[src/rtl/craft_pkg.sv]
// Shared constants and helpers for the CRAFT tweakey / round-constant scheduler.
// Reverse-order seeds are only consumed when CRAFT_KS_DEC_EN is defined.
package craft_pkg;

    localparam int TK_W  = 64;
    localparam int KEY_W = 128;
    localparam int RC_W  = 8;

    localparam logic [3:0] LFSR_A_SEED  = 4'h1;
    localparam logic [2:0] LFSR_B_SEED  = 3'h1;
    localparam logic [3:0] LFSR_A_REV32 = 4'h8;
    localparam logic [2:0] LFSR_B_REV32 = 3'h5;

    // QT nibble j takes T nibble Q_PERM[j]; nibble 0 is the most significant.
    localparam logic [3:0] Q_PERM [16] = '{4'd12, 4'd10, 4'd15, 4'd5, 4'd14, 4'd8, 4'd9, 4'd2,
                                           4'd11, 4'd3, 4'd7, 4'd4, 4'd6, 4'd0, 4'd1, 4'd13};

    typedef enum logic {ST_IDLE, ST_RUN} ks_state_e;

    function automatic logic [TK_W-1:0] q_permute(input logic [TK_W-1:0] t);
        logic [TK_W-1:0] qt;
        qt = '0;
        for (int j = 0; j < 16; j++) begin
            qt[63-4*j -: 4] = t[63-4*int'(Q_PERM[j]) -: 4];
        end
        return qt;
    endfunction

    function automatic logic [3:0] a_fwd(input logic [3:0] a);
        return {a[0] ^ a[1], a[3:1]};
    endfunction

    function automatic logic [3:0] a_rev(input logic [3:0] a);
        return {a[2:0], a[3] ^ a[0]};
    endfunction

    function automatic logic [2:0] b_fwd(input logic [2:0] b);
        return {b[0] ^ b[1], b[2:1]};
    endfunction

    function automatic logic [2:0] b_rev(input logic [2:0] b);
        return {b[1:0], b[2] ^ b[0]};
    endfunction

    // LFSR pair state {a, b} after n forward steps from the reset seeds.
    function automatic logic [6:0] rc_state_at(input int n);
        logic [3:0] a;
        logic [2:0] b;
        a = LFSR_A_SEED;
        b = LFSR_B_SEED;
        for (int i = 0; i < n; i++) begin
            a = a_fwd(a);
            b = b_fwd(b);
        end
        return {a, b};
    endfunction

    function automatic logic [TK_W-1:0] tk_select(input logic [1:0] sel,
                                                  input logic [TK_W-1:0] k0,
                                                  input logic [TK_W-1:0] k1,
                                                  input logic [TK_W-1:0] t,
                                                  input logic [TK_W-1:0] qt);
        case (sel)
            2'd0:    return k0 ^ t;
            2'd1:    return k1 ^ t;
            2'd2:    return k0 ^ qt;
            default: return k1 ^ qt;
        endcase
    endfunction

endpackage

[src/rtl/craft_rc_lfsr.sv]
// Round-constant LFSR pair (4-bit a, 3-bit b) with seed load, forward step and reverse step.
// Exposes the value the pair will hold after this cycle so the parent can register RC alongside it.
module craft_rc_lfsr
    import craft_pkg::*;
(
    input  logic       clk,
    input  logic       rst_n,
    input  logic       load_i,
    input  logic       step_i,
    input  logic       rev_i,
    input  logic [3:0] seed_a_i,
    input  logic [2:0] seed_b_i,
    output logic [3:0] a_nxt_o,
    output logic [2:0] b_nxt_o
);

    logic [3:0] a_q, a_d;
    logic [2:0] b_q, b_d;

    always_comb begin
        a_d = a_q;
        b_d = b_q;
        if (load_i) begin
            a_d = seed_a_i;
            b_d = seed_b_i;
        end else if (step_i) begin
            a_d = rev_i ? a_rev(a_q) : a_fwd(a_q);
            b_d = rev_i ? b_rev(b_q) : b_fwd(b_q);
        end
    end

    always_ff @(posedge clk) begin
        if (!rst_n) begin
            a_q <= LFSR_A_SEED;
            b_q <= LFSR_B_SEED;
        end else begin
            a_q <= a_d;
            b_q <= b_d;
        end
    end

    assign a_nxt_o = a_d;
    assign b_nxt_o = b_d;

endmodule

[src/rtl/craft_tweakey_sched.sv]
// CRAFT round tweakey / round-constant sequencer: latches key and tweak on start, steps one round per advance.
// Defining CRAFT_KS_DEC_EN adds the dir input for reverse (decryption) round order.
module craft_tweakey_sched
    import craft_pkg::*;
#(
    parameter int NUM_ROUNDS = 32
) (
    input  logic             clk,
    input  logic             rst_n,
    input  logic             start,
    input  logic [KEY_W-1:0] key,
    input  logic [TK_W-1:0]  tweak,
`ifdef CRAFT_KS_DEC_EN
    input  logic             dir,
`endif
    input  logic             advance,
    output logic [TK_W-1:0]  round_tk,
    output logic [RC_W-1:0]  round_const,
    output logic [4:0]       round_idx,
    output logic             valid,
    output logic             last
);

    localparam logic [4:0] LAST_IDX = 5'(NUM_ROUNDS - 1);

    ks_state_e        state_q, state_d;
    logic [TK_W-1:0]  k0_q, k0_d, k1_q, k1_d, t_q, t_d, qt_q, qt_d;
    logic [TK_W-1:0]  tk_q, tk_d;
    logic [RC_W-1:0]  rc_q, rc_d;
    logic [4:0]       idx_q, idx_d;
    logic             valid_q, valid_d, last_q, last_d;
    logic             lfsr_load, lfsr_step;
    logic             rev_q, rev_d;
    logic [3:0]       seed_a, a_nxt;
    logic [2:0]       seed_b, b_nxt;

`ifdef CRAFT_KS_DEC_EN
    localparam logic [6:0] REV_STATE = (NUM_ROUNDS == 32) ? {LFSR_A_REV32, LFSR_B_REV32}
                                                         : rc_state_at(NUM_ROUNDS - 1);

    assign rev_d  = start ? dir : rev_q;
    assign seed_a = rev_d ? REV_STATE[6:3] : LFSR_A_SEED;
    assign seed_b = rev_d ? REV_STATE[2:0] : LFSR_B_SEED;

    always_ff @(posedge clk) begin
        if (!rst_n) rev_q <= 1'b0;
        else        rev_q <= rev_d;
    end
`else
    assign rev_q  = 1'b0;
    assign rev_d  = 1'b0;
    assign seed_a = LFSR_A_SEED;
    assign seed_b = LFSR_B_SEED;
`endif

    // Kept apart from the main next-state block so the LFSR's look-ahead output never loops back into it.
    always_comb begin
        lfsr_load = start;
        lfsr_step = !start && advance && (state_q == ST_RUN) && !last_q;
    end

    craft_rc_lfsr u_rc_lfsr (
        .clk      (clk),
        .rst_n    (rst_n),
        .load_i   (lfsr_load),
        .step_i   (lfsr_step),
        .rev_i    (rev_q),
        .seed_a_i (seed_a),
        .seed_b_i (seed_b),
        .a_nxt_o  (a_nxt),
        .b_nxt_o  (b_nxt)
    );

    always_comb begin
        state_d = state_q;
        k0_d    = k0_q;
        k1_d    = k1_q;
        t_d     = t_q;
        qt_d    = qt_q;
        idx_d   = idx_q;
        valid_d = valid_q;
        tk_d    = tk_q;
        rc_d    = rc_q;
        if (start) begin
            k0_d    = key[KEY_W-1:TK_W];
            k1_d    = key[TK_W-1:0];
            t_d     = tweak;
            qt_d    = q_permute(tweak);
            state_d = ST_RUN;
            valid_d = 1'b1;
            idx_d   = rev_d ? LAST_IDX : 5'd0;
        end else if (advance && (state_q == ST_RUN)) begin
            if (last_q) begin
                state_d = ST_IDLE;
                valid_d = 1'b0;
            end else begin
                idx_d = rev_q ? idx_q - 5'd1 : idx_q + 5'd1;
            end
        end
        // Final-round values stay on the outputs after the run ends.
        if (lfsr_load || lfsr_step) begin
            tk_d = tk_select(idx_d[1:0], k0_d, k1_d, t_d, qt_d);
            rc_d = {a_nxt, 1'b0, b_nxt};
        end
        last_d = valid_d && (idx_d == (rev_d ? 5'd0 : LAST_IDX));
    end

    always_ff @(posedge clk) begin
        if (!rst_n) begin
            state_q <= ST_IDLE;
            k0_q    <= '0;
            k1_q    <= '0;
            t_q     <= '0;
            qt_q    <= '0;
            idx_q   <= '0;
            valid_q <= 1'b0;
            last_q  <= 1'b0;
            tk_q    <= '0;
            rc_q    <= '0;
        end else begin
            state_q <= state_d;
            k0_q    <= k0_d;
            k1_q    <= k1_d;
            t_q     <= t_d;
            qt_q    <= qt_d;
            idx_q   <= idx_d;
            valid_q <= valid_d;
            last_q  <= last_d;
            tk_q    <= tk_d;
            rc_q    <= rc_d;
        end
    end

    assign round_tk    = tk_q;
    assign round_const = rc_q;
    assign round_idx   = idx_q;
    assign valid       = valid_q;
    assign last        = last_q;

endmodule

[config.mk]
export PLATFORM = sky130hd
export DESIGN_NAME = craft_tweakey_sched
export DESIGN_NICKNAME = d
export VERILOG_FILES = /design/src/rtl/craft_pkg.sv /design/src/rtl/craft_rc_lfsr.sv /design/src/rtl/craft_tweakey_sched.sv
export SDC_FILE = /design/constraint.sdc
export NUM_CORES = 1
export LEC_CHECK = 0
export ABC_CLOCK_PERIOD_IN_PS = 2300
export CORE_UTILIZATION = 49
export CTS_BUF_LIST = sky130_fd_sc_hd__clkbuf_16
export CTS_CLUSTER_DIAMETER = 60
export DETAILED_ROUTE_END_ITERATION = 6
export PLACE_DENSITY = 0.77
export SETUP_SLACK_MARGIN = 0.15
export SKIP_LAST_GASP = 1
export SLEW_MARGIN = 20
export SYNTH_ARGS = -nofsm -noshare
export SYNTH_HDL_FRONTEND = slang
export SYNTH_SLANG_ARGS = --single-unit
[constraint.sdc]
create_clock -name clk -period 2.3 [get_ports clk]
set_input_delay 0.345 -clock clk [delete_from_list [all_inputs] [get_ports clk]]
set_output_delay 0.345 -clock clk [all_outputs]
set_load 0.01 [all_outputs]
==> run metrics <==
I/O Buffers=273; fin nets=2357; minimum clock period=2100 ps; Filler Cells Inserted=2792; PnR Total Power=0.0149 W; Routed Antenna Nets=0; post-synth cell types=52; drt wl/cell=19.7 um; YS warnings=0; CP startpoint kind=register; Syn Inst Count=1928; clk_skew=20.8 ps; drt first-iter violations=1405; CORE AREA=33900 sq um; initial core utilization=50.4%; Post-Route WL=52.1 mm; Sum Neg Setup Slack=0 ps; final max-slew violation count=0; Max Root-Sink Buffers=3; number of synthesized flops with an enable pin=0; most frequent cells in the layout=dfxtp_1 (339), clkdlybuf4s50_1 (270), nand2_1 (199); Root Buffer=clkbuf_16; VDD IR max=0.549 mV; crit path kind=register to register; Worst Setup End Kind=register; P_leak=8.58 nW; Main synth FF type=dfxtp_1; Fmax=476 MHz; FFs w/ async S/R, synth=0%; vias per std cell=5.82; cell area power density=676 nW/um^2; # clock sinks=342; CTS tree=built; Synth-to-Final Area Change=28.8%; RSZ-0062 raised after global routing=yes; Critical Path RT=2700 ps; drc violations=0; die height=189 um; H-tree levels=2; crit-path max FO=8; DIE AREA=35600 sq um; layout cells sized above 1=10.2%; via count=15351; first-pass GRT wire length=80.9 mm; crit path DAT=2500 ps; endpoints failing setup=0; CTS clock-pin slew for the worst setup and hold paths=60 ps; Avg Cell Area, Syn=8.85 sq um; placed wire-length estimate=34.7 mm; vias in the first global route=14960; WHS=364 ps; Netlist Area Pre-Place=17100 sq um; worst rel slew slack=59.3%; grt total ovfl=0; TritonRoute pass-1 iters=5; antenna violations before repair=4; Top Ports=275; Hold-fix buffers, CTS=0; CTS Buf Count=40; sequential share of the synthesized area=40.1%; Seq cells post-synth=342; Fin. Hold Viols=0; worst-margin pin slew=611 ps; # rows=67; net count after synthesis=2125; GRT Util Overall=28.5%; clock latency on the worst-skew pair=540 ps; commonest non-fill, non-tap cell in the layout=dfxtp_1; Worst Hold Class=input port to register; chip width=189 um; period utilization=91.3%; status=finished, final reports clean; MaxCap Viol Count=0; pin count of the biggest net entering global routing=130; Placer Congestion=0.833
-- critical path, stage by stage, from the launching register on --
cell      delay, ps
dfxtp_4         370
ha_4            260
and4b_4         360
buf_12          170
a211oi_1         60
o31ai_2         340
buf_4           190
xnor2_1         120
o21ai_0         100
-- routing by layer --
layer / global-route usage [%] / wire length, um / vias up
met3: 5.59 / 3980 / 86
met2: 44.0 / 23000 / 623
met1: 39.3 / 23500 / 7329
met4: 10.4 / 1570 / 2
li1: - / - / 7311
met5: 0 / 8 / -
-- path summary, 6_finish.rpt --
path                startpoint            to  slack [ps]  cells after the start
setup / recovery  round_idx[0]   round_tk[0]         200                      8
hold / removal           start      k0_q[46]         360                      3
setup reg to reg  round_idx[0]   round_tk[0]         200                      8
hold reg to reg   round_tk[43]  round_tk[43]         450                      2
-- synthesized netlist by cell type (all sizes together) (44+ instances only) --
cell type / number / area (sq um)
a211oi: 55 / 413
a21boi: 52 / 390
and2: 81 / 507
buf: 68 / 378
clkbuf: 110 / 414
dfxtp: 342 / 6850
inv: 56 / 210
mux2: 44 / 495
mux2i: 154 / 1540
nand2: 199 / 747
nor2b: 132 / 826
nor3: 58 / 290
nor3b: 58 / 435
o211ai: 47 / 353
o21ai: 162 / 818
-- state kept, by name, summed over array words and instances, names as in the netlist --
name           count
valid              1
round_tk          64
t_q               64
round_const        7
last               1
qt_q              64
k0_q              64
state_q            1
k1_q              64
round_idx          5
u_rc_lfsr.a_q      4
u_rc_lfsr.b_q      3
-- stage by stage --
| stage | utilization (%) | instance area (sq um) | cells | worst slack (ps) |
|---|---|---|---|---|
| 3_5_place_dp | 60.6 | 20500 | 2558 | -321 |
| 2_1_floorplan | - | 17100 | 1928 | 236 |
| 6_report | 64.9 | 22000 | 2639 | 199 |
| 4_1_cts | 64.6 | 21900 | 2637 | 146 |
| 5_1_grt | 64.9 | 22000 | 2639 | 118 |
| 3_3_place_gp | 60.6 | 20500 | 2558 | -214 |
-- logic make-up (layout without fill, tap and decap cells) --
group | after synthesis | in the layout | synth area share [%]
and+or+nand+nor | 599 | 599 | 18.9
other | 1 | 3 | 0.0220
AOI/OAI and AO/OA | 519 | 519 | 21.2
buffers and inverters | 234 | 495 | 5.87
adders and majority gates | 1 | 1 | 0.0733
xor gates and xnor gates | 34 | 34 | 1.86
DFF | 342 | 342 | 40.1
muxes | 198 | 198 | 11.9
-- power by group --
part	internal [W]	leakage (nW)	switching [W]	total, W
combinational	0.00133	5.15	0.00122	0.00254
clock	0.00319	0.608	0.00255	0.00574
sequential	0.00632	2.82	0.000254	0.00657
total	0.0108	8.58	0.00402	0.0149
-- final cells by class --
cell class	count	area [sq um]	area share, %
antenna	2	5.00	0.0228
tap	448	561	2.55
sequential	342	6850	31.2
clock inverter	31	184	0.837
inverter	56	213	0.968
clock buffer	40	1000	4.55
timing repair buffer	368	3820	17.4
multi-input combinational	1352	9340	42.5
-- repair_timing --
item,in CTS,in global routing
cloned,2,0
buffers inserted,6,0
hold endpoints to repair,0,0
pin swaps,1,4
setup endpoints to repair,8,53
gates resized for setup,7,16
(Power assumes the default switching activity.)
